**src/rtl/user_io_pkg.sv**
```systemverilog
// Shared definitions for the user_io SPI link: command codes, master FSM states
// and a helper for sizing a frame.
package user_io_pkg;

  localparam logic [7:0] CMD_BUTTONS      = 8'h01;
  localparam logic [7:0] CMD_IKBD_IN      = 8'h02;
  localparam logic [7:0] CMD_IKBD_OUT     = 8'h03;
  localparam logic [7:0] CMD_JOYSTICK0    = 8'h04;
  localparam logic [7:0] CMD_JOYSTICK1    = 8'h05;
  localparam logic [7:0] CMD_MOUSE        = 8'h06;
  localparam logic [7:0] CMD_KEYBOARD     = 8'h07;
  localparam logic [7:0] CMD_KEYBOARD_OSD = 8'h08;
  localparam logic [7:0] CMD_SERIAL_IN    = 8'h09;
  localparam logic [7:0] CMD_SERIAL_OUT   = 8'h0A;
  localparam logic [7:0] CMD_MIDI_IN      = 8'h0B;
  localparam logic [7:0] CMD_MIDI_OUT     = 8'h0C;
  localparam logic [7:0] CMD_STATUS       = 8'h0D;
  localparam logic [7:0] CMD_SD_STATUS    = 8'h0E;
  localparam logic [7:0] CMD_SD_WRITE     = 8'h0F;
  localparam logic [7:0] CMD_SD_READ      = 8'h10;
  localparam logic [7:0] CMD_SD_CONF      = 8'h11;
  localparam logic [7:0] CMD_SD_INSERT    = 8'h12;
  localparam logic [7:0] CMD_CORE_TYPE    = 8'h13;

  typedef enum logic [2:0] {
    IDLE,
    SETUP,
    SHIFT,
    HOLD,
    GAP
  } uio_state_t;

  // Index of the final bit in a frame of one command byte plus len payload bytes.
  function automatic logic [7:0] last_bit_index(input logic [3:0] len);
    return {1'b0, len, 3'b111};
  endfunction

endpackage

```
**src/rtl/user_io_master_clkgen.sv**
```systemverilog
// Divider for the user_io SPI master: ticks every CLK_DIV clk cycles while running
// and splits the ticks into alternating SPI_CLK fall/rise enables.
module user_io_master_clkgen #(
  parameter int CLK_DIV = 4
) (
  input  logic i_clk,
  input  logic i_reset,
  input  logic i_run,
  output logic o_tick,
  output logic o_preTick,
  output logic o_fall,
  output logic o_rise
);

  localparam logic [7:0] RELOAD = 8'(CLK_DIV - 1);

  logic [7:0] r_cnt;
  logic       r_phase;

  // The first tick after i_run rises is a fall; phase restarts whenever the link idles.
  always_ff @(posedge i_clk) begin
    if (i_reset || !i_run) begin
      r_cnt   <= RELOAD;
      r_phase <= 1'b0;
    end else if (r_cnt == 8'd0) begin
      r_cnt   <= RELOAD;
      r_phase <= ~r_phase;
    end else begin
      r_cnt <= r_cnt - 8'd1;
    end
  end

  assign o_tick    = i_run && (r_cnt == 8'd0);
  assign o_preTick = i_run && (r_cnt == 8'd1);
  assign o_fall    = o_tick && !r_phase;
  assign o_rise    = o_tick && r_phase;

endmodule

```
**src/rtl/user_io_master.sv**
```systemverilog
// SPI master for the user_io link: sends a command byte followed by up to 15 payload bytes.
// Define USER_IO_MASTER_CORE_TYPE_EN to capture the core type byte returned during the command.
module user_io_master #(
  parameter int CLK_DIV = 4
) (
  input  logic       clk,
  input  logic       reset,
  input  logic       start,
  input  logic [7:0] cmd,
  input  logic [3:0] len,
  input  logic [7:0] tx_data,
  output logic       tx_ack,
  output logic [7:0] rx_data,
  output logic       rx_valid,
  output logic       busy,
  output logic       done,
  output logic [7:0] core_type,
  output logic       SPI_CLK,
  output logic       SPI_SS_IO,
  output logic       SPI_MOSI,
  input  logic       SPI_MISO
);
  import user_io_pkg::*;

  uio_state_t r_state;
  logic [7:0] r_cmd;
  logic [3:0] r_len;
  logic [7:0] r_bit;
  logic [7:0] r_txShift;
  logic [7:0] r_rxShift;
  logic       r_byteDone;

  logic       w_run;
  logic       w_tick;
  logic       w_preTick;
  logic       w_fall;
  logic       w_rise;
  logic [7:0] w_lastBit;

  assign w_run     = (r_state != IDLE);
  assign w_lastBit = last_bit_index(r_len);

  user_io_master_clkgen #(
    .CLK_DIV(CLK_DIV)
  ) u_clkgen (
    .i_clk    (clk),
    .i_reset  (reset),
    .i_run    (w_run),
    .o_tick   (w_tick),
    .o_preTick(w_preTick),
    .o_fall   (w_fall),
    .o_rise   (w_rise)
  );

  // r_bit advances on falls so it always names the bit currently on the wire.
  always_ff @(posedge clk) begin
    if (reset) begin
      r_state    <= IDLE;
      r_cmd      <= 8'h00;
      r_len      <= 4'd0;
      r_bit      <= 8'd0;
      r_txShift  <= 8'h00;
      r_rxShift  <= 8'h00;
      r_byteDone <= 1'b0;
      tx_ack     <= 1'b0;
      rx_data    <= 8'h00;
      rx_valid   <= 1'b0;
      busy       <= 1'b0;
      done       <= 1'b0;
      SPI_CLK    <= 1'b1;
      SPI_SS_IO  <= 1'b1;
      SPI_MOSI   <= 1'b0;
    end else begin
      tx_ack     <= 1'b0;
      rx_valid   <= 1'b0;
      done       <= 1'b0;
      r_byteDone <= 1'b0;

      if (r_byteDone && (r_bit[6:3] != 4'd0)) begin
        rx_data  <= r_rxShift;
        rx_valid <= 1'b1;
      end

      case (r_state)
        IDLE: begin
          if (start) begin
            r_state   <= SETUP;
            r_cmd     <= cmd;
            r_len     <= len;
            busy      <= 1'b1;
            SPI_SS_IO <= 1'b0;
          end
        end

        SETUP: begin
          if (w_tick) begin
            r_state   <= SHIFT;
            r_bit     <= 8'd0;
            SPI_CLK   <= 1'b0;
            SPI_MOSI  <= r_cmd[7];
            r_txShift <= {r_cmd[6:0], 1'b0};
          end
        end

        SHIFT: begin
          if (w_rise) begin
            SPI_CLK   <= 1'b1;
            r_rxShift <= {r_rxShift[6:0], SPI_MISO};
            if (r_bit[2:0] == 3'd7) begin
              r_byteDone <= 1'b1;
            end
          end else if (w_fall) begin
            if (r_bit == w_lastBit) begin
              r_state <= HOLD;
            end else begin
              r_bit   <= r_bit + 8'd1;
              SPI_CLK <= 1'b0;
              // A new payload byte begins: take tx_data now and acknowledge it.
              if (r_bit[2:0] == 3'd7) begin
                SPI_MOSI  <= tx_data[7];
                r_txShift <= {tx_data[6:0], 1'b0};
                tx_ack    <= 1'b1;
              end else begin
                SPI_MOSI  <= r_txShift[7];
                r_txShift <= {r_txShift[6:0], 1'b0};
              end
            end
          end
        end

        HOLD: begin
          if (w_tick) begin
            r_state   <= GAP;
            SPI_SS_IO <= 1'b1;
            SPI_MOSI  <= 1'b0;
          end
        end

        GAP: begin
          if (w_preTick) begin
            done <= 1'b1;
            busy <= 1'b0;
          end
          if (w_tick) begin
            r_state <= IDLE;
          end
        end

        default: begin
          r_state <= IDLE;
        end
      endcase
    end
  end

`ifdef USER_IO_MASTER_CORE_TYPE_EN
  logic [7:0] r_coreType;

  // The slave answers the command byte with its core type; keep the latest answer.
  always_ff @(posedge clk) begin
    if (reset) begin
      r_coreType <= 8'h00;
    end else if (r_byteDone && (r_bit[6:3] == 4'd0)) begin
      r_coreType <= r_rxShift;
    end
  end

  assign core_type = r_coreType;
`else
  assign core_type = 8'h00;
`endif

endmodule

```
**config.mk**
```make
export PLATFORM = sky130hd
export DESIGN_NAME = user_io_master
export DESIGN_NICKNAME = d
export VERILOG_FILES = /design/src/rtl/user_io_pkg.sv /design/src/rtl/user_io_master_clkgen.sv /design/src/rtl/user_io_master.sv
export SDC_FILE = /design/constraint.sdc
export NUM_CORES = 1
export LEC_CHECK = 0
export CORE_MARGIN = 2
export CORE_UTILIZATION = 51
export DETAILED_ROUTE_END_ITERATION = 7
export DONT_BUFFER_PORTS = 1
export GPL_TIMING_DRIVEN = 0
export PLACE_DENSITY = 0.77
export SLEW_MARGIN = 20
export SYNTH_ARGS = -nofsm -noshare
export SYNTH_HDL_FRONTEND = slang
export SYNTH_SLANG_ARGS = --single-unit
```
**constraint.sdc**
```tcl
create_clock -name clk -period 4.6 [get_ports clk]
set_input_delay 1.15 -clock clk [delete_from_list [all_inputs] [get_ports clk]]
set_output_delay 1.15 -clock clk [all_outputs]
set_load 0.005 [all_outputs]
```
==> results.tsv, run 1 <==
stage	metric	value	unit
timing	tightest hold margin	0.4431	ns
drt	count of antenna-violating nets left after detailed routing	0	
placement	sum of net half-perimeters after detailed placement	4589	µm
outcome	outcome	completed	
timing	fin crit share	52.83	%
logic_synthesis	number of enable flip-flop cells after synthesis	0	
placement	quantity of I/O buffers inserted on ports	0	
logic_synthesis	netlist area before placement	2948	µm²
floorplanning	total die area	6404	µm²
timing	post-layout min period	2.430	ns
clock_tree	buffer cell driving the clock tree root	sky130_fd_sc_hd__clkbuf_8	
timing	slew of the pin with the lowest slew margin	0.6115	ns
layout	number of nets in the layout	390	
global_routing	met1 Use GR	29.19	%
timing	Highest Clock Rate	0.4115	GHz
clock_tree	number of H-tree levels	3	
layout	final non-filler cell area	3271	µm²
clock_tree	latest clock arrival within the worst-skew pair	0.35	ns
drt	Iter 0 DRT Violations	171	
worst_setup_path	CP Class	register to register	
timing	sum of negative setup slack	0	ns
clock_tree	total clock sinks	63	
floorplanning	# rows	27	
layout	highest-count cells in the layout ignoring fill and taps	63 x sky130_fd_sc_hd__dfxtp_1, 53 x sky130_fd_sc_hd__nand2_1, 34 x sky130_fd_sc_hd__nor2_1	
global_routing	all-layer global routing usage	22.24	%
pwr	leakage power summed over all cells	1.223	nW
timing	Clock Skews	0.01204	ns
floorplanning	# IOs	47	
global_routing	pin count of the biggest net entering global routing	14	
pwr	PnR Total Power	1.111	mW
timing	RSZ-0062 raised after global routing	false	
logic_synthesis	count of cell types in the netlist	53	
pwr	worst ir drop on vdd	0.2566	mV
clock_tree	number of buffers added by the clock tree synthesis step	9	
worst_setup_path	kind of start point of the critical path	register	
logic_synthesis	Seq/Total Area, Yosys	42.78	%
clock_tree	cells resized by post-CTS repair	0	
logic_synthesis	mean cell area of the mapped netlist	8.594	µm²
timing	number of hold violations in the final report	0	
layout	n_diodes	0	
run	count of max-cap constraint violations	0	
global_routing	met2 capacity usage during global routing	33.25	%
drt	iteration count of the initial detailed-routing pass	5	
layout	share of final-layout standard cells stronger than drive strength 1	10.93	%
timing	worst slew slack as a fraction of its limit	59.24	%
clock_tree	number of buffers inserted to repair setup after CTS	0	
timing	setup-violating endpoint count in the final report	0	
layout	area added between synthesis and finish	10.95	%
clock_tree	clock transition time at the flip-flop clock pins of the worst setup and hold paths	0.08	ns
worst_setup_path	kind of capture point of the worst setup path	register	
drt	Total Wirelength	6512	µm
clock_tree	total of hold buffers inserted after clock tree synthesis	0	
clock_tree	CTS max path bufs	2	
layout	most frequent standard cell in the layout excluding fill and tap cells	sky130_fd_sc_hd__dfxtp_1	
drt	routed via count divided by cell count	5.505	
drt	via count of the routed design	2411	
timing	number of pins exceeding their max-slew limit in the final report	0	
drt	DRC Markers	0	
worst_hold_path	class of the tightest hold or removal check	register to register	
clock_tree	CTS tree	done	
floorplanning	core region area	5540	µm²
placement	routability-driven placement congestion ratio	0.9188	
logic_synthesis	Yosys warnings	0	
logic_synthesis	number of flip-flops and latches in the synthesized netlist	63	
global_routing	wire length of the first global-routing pass	10940	µm
global_routing	most crowded layer after global routing	met2	
drt	wire length per cell	14.87	µm
floorplanning	die height	80.03	µm
floorplanning	Die X-Extent	80.03	µm
worst_setup_path	required time at the endpoint of the critical path	4.84	ns
global_routing	antenna violations before repair	0	
global_routing	sum of overflow across all layers after global routing	0	
floorplanning	Starting Density	53.21	%
global_routing	via count of the first global-routing pass	2318	
logic_synthesis	share of flip-flops with an asynchronous set or reset after synthesis	0	%
worst_setup_path	worst-path maximum fanout	9	
logic_synthesis	Synth Instances	343	
pwr	pwr/cell area	339.7	nW/µm²
worst_setup_path	Data arrival, critical path	2.67	ns
placement	instance area after placement	3064	µm²
logic_synthesis	Post-synth top flop	sky130_fd_sc_hd__dfxtp_1	
global_routing	met3 Resource Use GR	6.900	%
-- stage by stage --
| step | util [%] | std cells | worst slack [ns] |
|---|---|---|---|
| 5_1_grt | 59.03 | 438 | 2.082 |
| 6_report | 59.03 | 438 | 2.170 |
| 3_3_place_gp | 55.31 | 422 | 2.029 |
| 4_1_cts | 59.03 | 438 | 2.225 |
| 2_1_floorplan | - | 350 | 2.455 |
| 3_5_place_dp | 55.31 | 422 | 2.023 |
-- cell families after synthesis --
kind of cell | Yosys count | synth area share (%)
compound gates | 62 | 13.50
xor+xnor | 12 | 3.565
fa+ha+maj | 5 | 2.122
buf+inv | 33 | 5.602
mux | 16 | 5.518
flops | 63 | 42.78
simple gates | 151 | 26.78
other cells | 1 | 0.1272
-- cell usage after synthesis, types with 6 or more instances --
cell type	number	area share [%]
sky130_fd_sc_hd__o31ai_1	9	2.3
sky130_fd_sc_hd__xnor2_1	8	2.4
sky130_fd_sc_hd__dfxtp_1	63	43
sky130_fd_sc_hd__nand4b_1	9	2.7
sky130_fd_sc_hd__nor3_1	6	1.0
sky130_fd_sc_hd__clkbuf_1	13	1.7
sky130_fd_sc_hd__a21oi_1	29	4.9
sky130_fd_sc_hd__mux2i_1	14	4.8
sky130_fd_sc_hd__and3_1	6	1.3
sky130_fd_sc_hd__nand3_1	9	1.5
sky130_fd_sc_hd__nand2b_1	7	1.5
sky130_fd_sc_hd__nand2_1	53	6.7
sky130_fd_sc_hd__nor2_1	34	4.3
sky130_fd_sc_hd__buf_4	9	2.3
sky130_fd_sc_hd__buf_2	6	1.0
-- path summary, 6_finish.rpt --
kind | cells past startpoint | slack, ns | from | to
max reg2reg | 7 | 2.17 | r_bit[0] | SPI_MOSI
min | 1 | 0.44 | u_clkgen.r_cnt[0] | u_clkgen.r_cnt[0]
min reg2reg | 1 | 0.44 | u_clkgen.r_cnt[0] | u_clkgen.r_cnt[0]
max | 7 | 2.17 | r_bit[0] | SPI_MOSI
-- worst max-delay path, stage by stage, from the launching register on --
cell and delay (ns):
sky130_fd_sc_hd__dfxtp_1 0.40, sky130_fd_sc_hd__ha_1 0.27, sky130_fd_sc_hd__ha_1 0.17, sky130_fd_sc_hd__clkbuf_1 0.47, sky130_fd_sc_hd__mux2_2 0.41, sky130_fd_sc_hd__a22oi_1 0.24, sky130_fd_sc_hd__nor2_1 0.07, sky130_fd_sc_hd__mux2_1 0.28
-- layer usage --
metal	up-vias	part of all wire [%]
met5	-	0
met4	0	2.2
met3	14	7.6
met2	91	44
met1	1084	46
li1	1222	-
-- registers in the layout, summed over array words and instances, names as in the netlist --
signal            count
SPI_SS_IO             1
u_clkgen.r_cnt        8
r_rxShift             8
rx_valid              1
r_byteDone            1
busy                  1
r_len                 4
rx_data               8
r_cmd                 8
r_bit                 8
SPI_MOSI              1
r_txShift             7
r_state               3
u_clkgen.r_phase      1
SPI_CLK               1
done                  1
tx_ack                1
-- layout make-up --
type	instances	area, µm²
buffer	29	150.1
clock buffer	9	123.9
clock inverter	7	82.58
fill	508	2270
inverter	4	15.01
multi-input combinational	254	1548
sequential	63	1261
tap	72	90.09
-- power by group --
group	switching, mW	total [mW]	leakage, nW	internal (mW)
logic	0.0326	0.0526	0.616	0.0201
clock network	0.242	0.498	0.0975	0.256
registers	0.00653	0.561	0.510	0.554
(Power assumes the default switching activity.)
==> inputs of run 2 (changes only) <==
PLACE_DENSITY = 0.8   (was 0.77)
clock period = 2.1 ns   (was 4.6 ns; I/O delays follow)
==> results.tsv, run 2 (synthesis results as in run 1) <==
stage	metric	value	unit	change
pwr	pwr/cell area	713.8	nW/µm²	was 339.7 nW/µm²
worst_setup_path	startpoint of the most critical register-to-register path	u_clkgen.r_cnt[5]		was r_bit[0]
drt	Iter 0 DRT Violations	199		was 171
global_routing	via count of the first global-routing pass	2255		was 2318
global_routing	most crowded layer after global routing	met2		unchanged
layout	n_diodes	0		unchanged
clock_tree	clock transition time at the flip-flop clock pins of the worst setup and hold paths	0.07	ns	was 0.08 ns
timing	fin crit share	96.85	%	was 52.83%
placement	sum of net half-perimeters after detailed placement	4752	µm	was 4589 µm
drt	routed via count divided by cell count	5.678		was 5.505
timing	RSZ-0062 raised after global routing	false		unchanged
timing	slew of the pin with the lowest slew margin	0.5181	ns	was 0.6115 ns
global_routing	met3 Resource Use GR	6.335	%	was 6.900%
worst_hold_path	critical hold path startpoint	len[0]		was u_clkgen.r_cnt[0]
timing	post-layout min period	2.034	ns	was 2.430 ns
global_routing	met1 Use GR	28.67	%	was 29.19%
drt	Total Wirelength	6827	µm	was 6512 µm
timing	tightest hold margin	0.3124	ns	was 0.4431 ns
worst_setup_path	CP Class	register to register		unchanged
drt	count of antenna-violating nets left after detailed routing	0		unchanged
placement	instance area after placement	3064	µm²	unchanged
timing	number of hold violations in the final report	0		unchanged
placement	routability-driven placement congestion ratio	0.9360		was 0.9188
clock_tree	latest clock arrival within the worst-skew pair	0.34	ns	was 0.35 ns
worst_setup_path	launch point of the critical path	u_clkgen.r_cnt[5]		was r_bit[0]
layout	final non-filler cell area	3301	µm²	was 3271 µm²
layout	highest-count cells in the layout ignoring fill and taps	63 x sky130_fd_sc_hd__dfxtp_1, 53 x sky130_fd_sc_hd__nand2_1, 34 x sky130_fd_sc_hd__nor2_1		unchanged
global_routing	all-layer global routing usage	21.82	%	was 22.24%
layout	number of nets in the layout	392		was 390
clock_tree	CTS tree	done		unchanged
layout	area added between synthesis and finish	11.97	%	was 10.95%
floorplanning	total die area	6404	µm²	unchanged
timing	setup-violating endpoint count in the final report	0		unchanged
drt	wire length per cell	15.59	µm	was 14.87 µm
clock_tree	total of hold buffers inserted after clock tree synthesis	0		unchanged
drt	DRC Markers	0		unchanged
global_routing	met2 capacity usage during global routing	33.58	%	was 33.25%
floorplanning	core region area	5540	µm²	unchanged
clock_tree	total clock sinks	63		unchanged
run	count of max-cap constraint violations	0		unchanged
global_routing	wire length of the first global-routing pass	10730	µm	was 10940 µm
drt	iteration count of the initial detailed-routing pass	5		unchanged
placement	quantity of I/O buffers inserted on ports	0		unchanged
outcome	outcome	completed		unchanged
placement	cell count after placement	422		unchanged
worst_setup_path	kind of start point of the critical path	register		unchanged
worst_hold_path	class of the tightest hold or removal check	input port to register		was register to register
drt	via count of the routed design	2487		was 2411
timing	Clock Skews	0.009668	ns	was 0.01204 ns
floorplanning	Starting Density	53.21	%	unchanged
global_routing	antenna violations before repair	0		unchanged
layout	final cell count without fillers	438		unchanged
pwr	leakage power summed over all cells	1.231	nW	was 1.223 nW
floorplanning	# IOs	47		unchanged
floorplanning	# rows	27		unchanged
worst_setup_path	Data arrival, critical path	2.25	ns	was 2.67 ns
worst_setup_path	kind of capture point of the worst setup path	register		unchanged
timing	sum of negative setup slack	0	ns	unchanged
timing	worst slew slack as a fraction of its limit	65.46	%	was 59.24%
timing	Highest Clock Rate	0.4917	GHz	was 0.4115 GHz
clock_tree	number of buffers added by the clock tree synthesis step	9		unchanged
floorplanning	Die X-Extent	80.03	µm	unchanged
global_routing	pin count of the biggest net entering global routing	11		was 14
timing	number of pins exceeding their max-slew limit in the final report	0		unchanged
worst_setup_path	required time at the endpoint of the critical path	2.32	ns	was 4.84 ns
clock_tree	number of H-tree levels	3		unchanged
pwr	worst ir drop on vdd	0.3883	mV	was 0.2566 mV
layout	most frequent standard cell in the layout excluding fill and tap cells	sky130_fd_sc_hd__dfxtp_1		unchanged
layout	share of final-layout standard cells stronger than drive strength 1	11.75	%	was 10.93%
clock_tree	CTS max path bufs	2		unchanged
worst_setup_path	worst-path maximum fanout	4		was 9
clock_tree	buffer cell driving the clock tree root	sky130_fd_sc_hd__clkbuf_8		unchanged
floorplanning	die height	80.03	µm	unchanged
global_routing	sum of overflow across all layers after global routing	0		unchanged
run 2: cell count changes in the layout (fill, tap and decap cells not counted), moves of 2 or more:
cell / delta
sky130_fd_sc_hd__buf_4: +3
sky130_fd_sc_hd__clkinv_2: +2
sky130_fd_sc_hd__clkinv_4: -3
sky130_fd_sc_hd__ha_1: -2
run 2: routing by layer:
metal / share of wire (%) / vias up
met5: 0 / -
met4: 1.5 / 0
met3: 8.5 / 14
met2: 46 / 112
met1: 44 / 1136
li1: - / 1225
run 2: area by class of cell:
| cell class | count | area [µm²] |
|---|---|---|
| Buffer | 28 | 146.4 |
| Clock buffer | 10 | 137.6 |
| Clock inverter | 4 | 47.55 |
| Fill cell | 514 | 2240 |
| Inverter | 4 | 15.01 |
| Multi-Input combinational cell | 254 | 1580 |
| Sequential cell | 63 | 1261 |
| Tap cell | 72 | 90.09 |
| Timing Repair Buffer | 3 | 22.52 |
run 2: where the power goes:
group / switching, mW / internal [mW] / total [mW]
sequential: 0.0150 / 1.21 / 1.23
combinational: 0.0722 / 0.0441 / 0.116
clock: 0.448 / 0.562 / 1.01
run 2: worst paths after layout:
kind | end | slack, ns | depth (start not counted)
setup reg to reg | r_bit[4] | 0.07 | 5
setup / recovery | r_bit[4] | 0.07 | 5
hold / removal | r_len[0] | 0.31 | 2
hold reg to reg | u_clkgen.r_cnt[0] | 0.44 | 1
run 2: metrics by stage:
stage	total power, mW	utilization [%]	setup WS [ns]
after global routing	2.438	59.58	0.002978
after global placement	1.366	55.31	-0.2297
after CTS	2.369	58.81	0.09296
final	2.356	59.58	0.06617
after floorplan	1.343	-	0.07499
after detailed placement	1.369	55.31	-0.2933
run 2: worst max-delay path: stages, from the launching register on:
cell	delay, ns
sky130_fd_sc_hd__dfxtp_1	0.35
sky130_fd_sc_hd__or4_4	0.58
sky130_fd_sc_hd__nor4_2	0.39
sky130_fd_sc_hd__o211ai_1	0.25
sky130_fd_sc_hd__o211ai_1	0.23
sky130_fd_sc_hd__o31ai_1	0.10
run 2: timing repair:
item / 4_1_cts / 5_1_grt
gates resized for setup: 2 / 3
setup buffers: 0 / 3
endpoints found under the setup margin: 1 / 10
pin swaps: 0 / 1
==> inputs of run 3 (changes only) <==
CORE_MARGIN = not set   (was 2)
==> results.tsv, run 3 (synthesis results as in run 1) <==
stage	metric	value	unit	change
floorplanning	total die area	6088	µm²	was 6404 µm²
global_routing	most crowded layer after global routing	met2		unchanged
clock_tree	CTS max path bufs	2		unchanged
timing	slew of the pin with the lowest slew margin	0.5602	ns	was 0.5181 ns
worst_setup_path	top cell family by delay on the critical path	multiplexers		was simple AND/OR/NAND/NOR gates
drt	via count of the routed design	2540		was 2487
worst_setup_path	worst-path maximum fanout	9		was 4
clock_tree	clock transition time at the flip-flop clock pins of the worst setup and hold paths	0.07	ns	about the same
drt	Iter 0 DRT Violations	144		was 199
global_routing	met3 Resource Use GR	6.860	%	was 6.335%
worst_setup_path	required time at the endpoint of the critical path	2.33	ns	was 2.32 ns
worst_setup_path	kind of start point of the critical path	register		unchanged
drt	DRC Markers	0		unchanged
global_routing	sum of overflow across all layers after global routing	0		unchanged
pwr	leakage power summed over all cells	1.258	nW	was 1.231 nW
worst_hold_path	class of the tightest hold or removal check	input port to register		unchanged
timing	setup-violating endpoint count in the final report	0		unchanged
drt	count of antenna-violating nets left after detailed routing	0		unchanged
timing	number of hold violations in the final report	0		unchanged
clock_tree	number of H-tree levels	3		unchanged
layout	share of final-layout standard cells stronger than drive strength 1	12.50	%	was 11.75%
layout	area added between synthesis and finish	13.79	%	was 11.97%
worst_setup_path	CP Class	register to register		unchanged
global_routing	met2 capacity usage during global routing	35.49	%	was 33.58%
drt	iteration count of the initial detailed-routing pass	5		unchanged
floorplanning	core region area	5540	µm²	unchanged
floorplanning	# rows	27		unchanged
global_routing	via count of the first global-routing pass	2340		was 2255
outcome	outcome	completed		unchanged
global_routing	antenna violations before repair	0		unchanged
drt	routed via count divided by cell count	5.773		was 5.678
floorplanning	die height	78.03	µm	was 80.03 µm
timing	fin crit share	95.22	%	was 96.85%
drt	wire length per cell	15.05	µm	was 15.59 µm
layout	most frequent standard cell in the layout excluding fill and tap cells	sky130_fd_sc_hd__dfxtp_1		unchanged
layout	n_diodes	0		unchanged
floorplanning	Starting Density	53.21	%	unchanged
placement	quantity of I/O buffers inserted on ports	0		unchanged
pwr	PnR Total Power	2.629	mW	was 2.356 mW
global_routing	all-layer global routing usage	22.99	%	was 21.82%
clock_tree	CTS tree	done		unchanged
pwr	worst ir drop on vdd	0.5918	mV	was 0.3883 mV
layout	Filler cells	498		was 514
timing	Highest Clock Rate	0.5001	GHz	was 0.4917 GHz
worst_setup_path	Data arrival, critical path	2.23	ns	was 2.25 ns
drt	Total Wirelength	6621	µm	was 6827 µm
clock_tree	buffer cell driving the clock tree root	sky130_fd_sc_hd__clkbuf_8		unchanged
timing	worst slew slack as a fraction of its limit	62.52	%	was 65.46%
floorplanning	# IOs	47		unchanged
timing	post-layout min period	2.000	ns	was 2.034 ns
worst_setup_path	kind of capture point of the worst setup path	register		unchanged
placement	post-placement worst setup slack	-0.2410	ns	was -0.2933 ns
worst_setup_path	master of the slowest instance on the critical path	sky130_fd_sc_hd__dfxtp_1		was sky130_fd_sc_hd__or4_4
timing	RSZ-0062 raised after global routing	false		unchanged
worst_setup_path	crit path buf inv count	0		unchanged
layout	highest-count cells in the layout ignoring fill and taps	63 x sky130_fd_sc_hd__dfxtp_1, 53 x sky130_fd_sc_hd__nand2_1, 34 x sky130_fd_sc_hd__nor2_1		unchanged
worst_setup_path	crit path cell chain	ha_1 > ha_4 > mux2_2 > a22oi_1 > nor2_1 > mux2_1		was or4_4 > nor4_2 > o211ai_1 > o211ai_1 > o31ai_1
global_routing	pin count of the biggest net entering global routing	13		was 11
clock_tree	latest clock arrival within the worst-skew pair	0.35	ns	was 0.34 ns
clock_tree	total clock sinks	63		unchanged
run	count of max-cap constraint violations	0		unchanged
pwr	pwr/cell area	783.8	nW/µm²	was 713.8 nW/µm²
clock_tree	total of hold buffers inserted after clock tree synthesis	0		unchanged
timing	sum of negative setup slack	0	ns	unchanged
layout	number of nets in the layout	392		unchanged
placement	sum of net half-perimeters after detailed placement	4615	µm	was 4752 µm
global_routing	wire length of the first global-routing pass	10810	µm	was 10730 µm
timing	Final WS setup	0.1004	ns	was 0.06617 ns
placement	routability-driven placement congestion ratio	0.9437		was 0.9360
timing	Clock Skews	0.008420	ns	was 0.009668 ns
floorplanning	Die X-Extent	78.03	µm	was 80.03 µm
timing	number of pins exceeding their max-slew limit in the final report	0		unchanged
clock_tree	number of buffers added by the clock tree synthesis step	9		unchanged
global_routing	met1 Use GR	29.24	%	was 28.67%
worst_setup_path	delay of the slowest critical-path stage	0.39	ns	was 0.58 ns
==> run 3: changes by cell type in the layout (fill, tap and decap cells not counted), sizes merged <==
cell    change
bufinv      +2
inv         +1
clkbuf      -1
==> run 3: final timing paths <==
path         slack (ns)                 to         startpoint  depth (start not counted)
max                0.10           SPI_MOSI           r_bit[0]                          6
min                0.31           r_cmd[4]             cmd[4]                          2
max reg2reg        0.10           SPI_MOSI           r_bit[0]                          6
min reg2reg        0.44  u_clkgen.r_cnt[0]  u_clkgen.r_cnt[0]                          1
==> run 3: cell type report <==
type	count	area, µm²	area share, %
multi-input cells	254	1574	46.92
flip-flops and latches	63	1261	37.60
plain buffers	28	147.6	4.401
clock buffers	9	123.9	3.693
clock inverters	7	120.1	3.581
well taps	72	90.09	2.686
repair buffers	3	22.52	0.6714
inverters	4	15.01	0.4476
==> run 3: timing repair <==
action                                  in CTS  in global routing
endpoints found under the setup margin       1                 12
gates resized for setup                      1                  5
pin swaps                                    0                  2
buffers inserted                             0                  3
==> run 3: per-stage QoR <==
step	hold slack [ns]	std cells	instance area [µm²]	util, %
2_1_floorplan	0.3995	350	2974	-
3_3_place_gp	0.4180	422	3064	55.31
3_5_place_dp	0.4232	422	3064	55.31
4_1_cts	0.3024	437	3307	59.69
5_1_grt	0.2956	440	3354	60.55
6_report	0.3111	440	3354	60.55
==> run 3: where the power goes <==
part	switching, mW	internal [mW]
Sequential	0.0154	1.21
Clock	0.492	0.792
Combinational	0.0716	0.0441
==> run 3: routing by layer <==
layer / wire (µm) / share of wire, %
met5: 0 / 0
met3: 537 / 8.1
met1: 2977 / 45
met4: 78 / 1.2
met2: 3028 / 46
==> run 3: worst register-to-register path, cell delays in order (launching register included) <==
cell and delay [ns]:
sky130_fd_sc_hd__dfxtp_1 0.39, sky130_fd_sc_hd__ha_1 0.30, sky130_fd_sc_hd__ha_4 0.27, sky130_fd_sc_hd__mux2_2 0.36, sky130_fd_sc_hd__a22oi_1 0.22, sky130_fd_sc_hd__nor2_1 0.06, sky130_fd_sc_hd__mux2_1 0.29
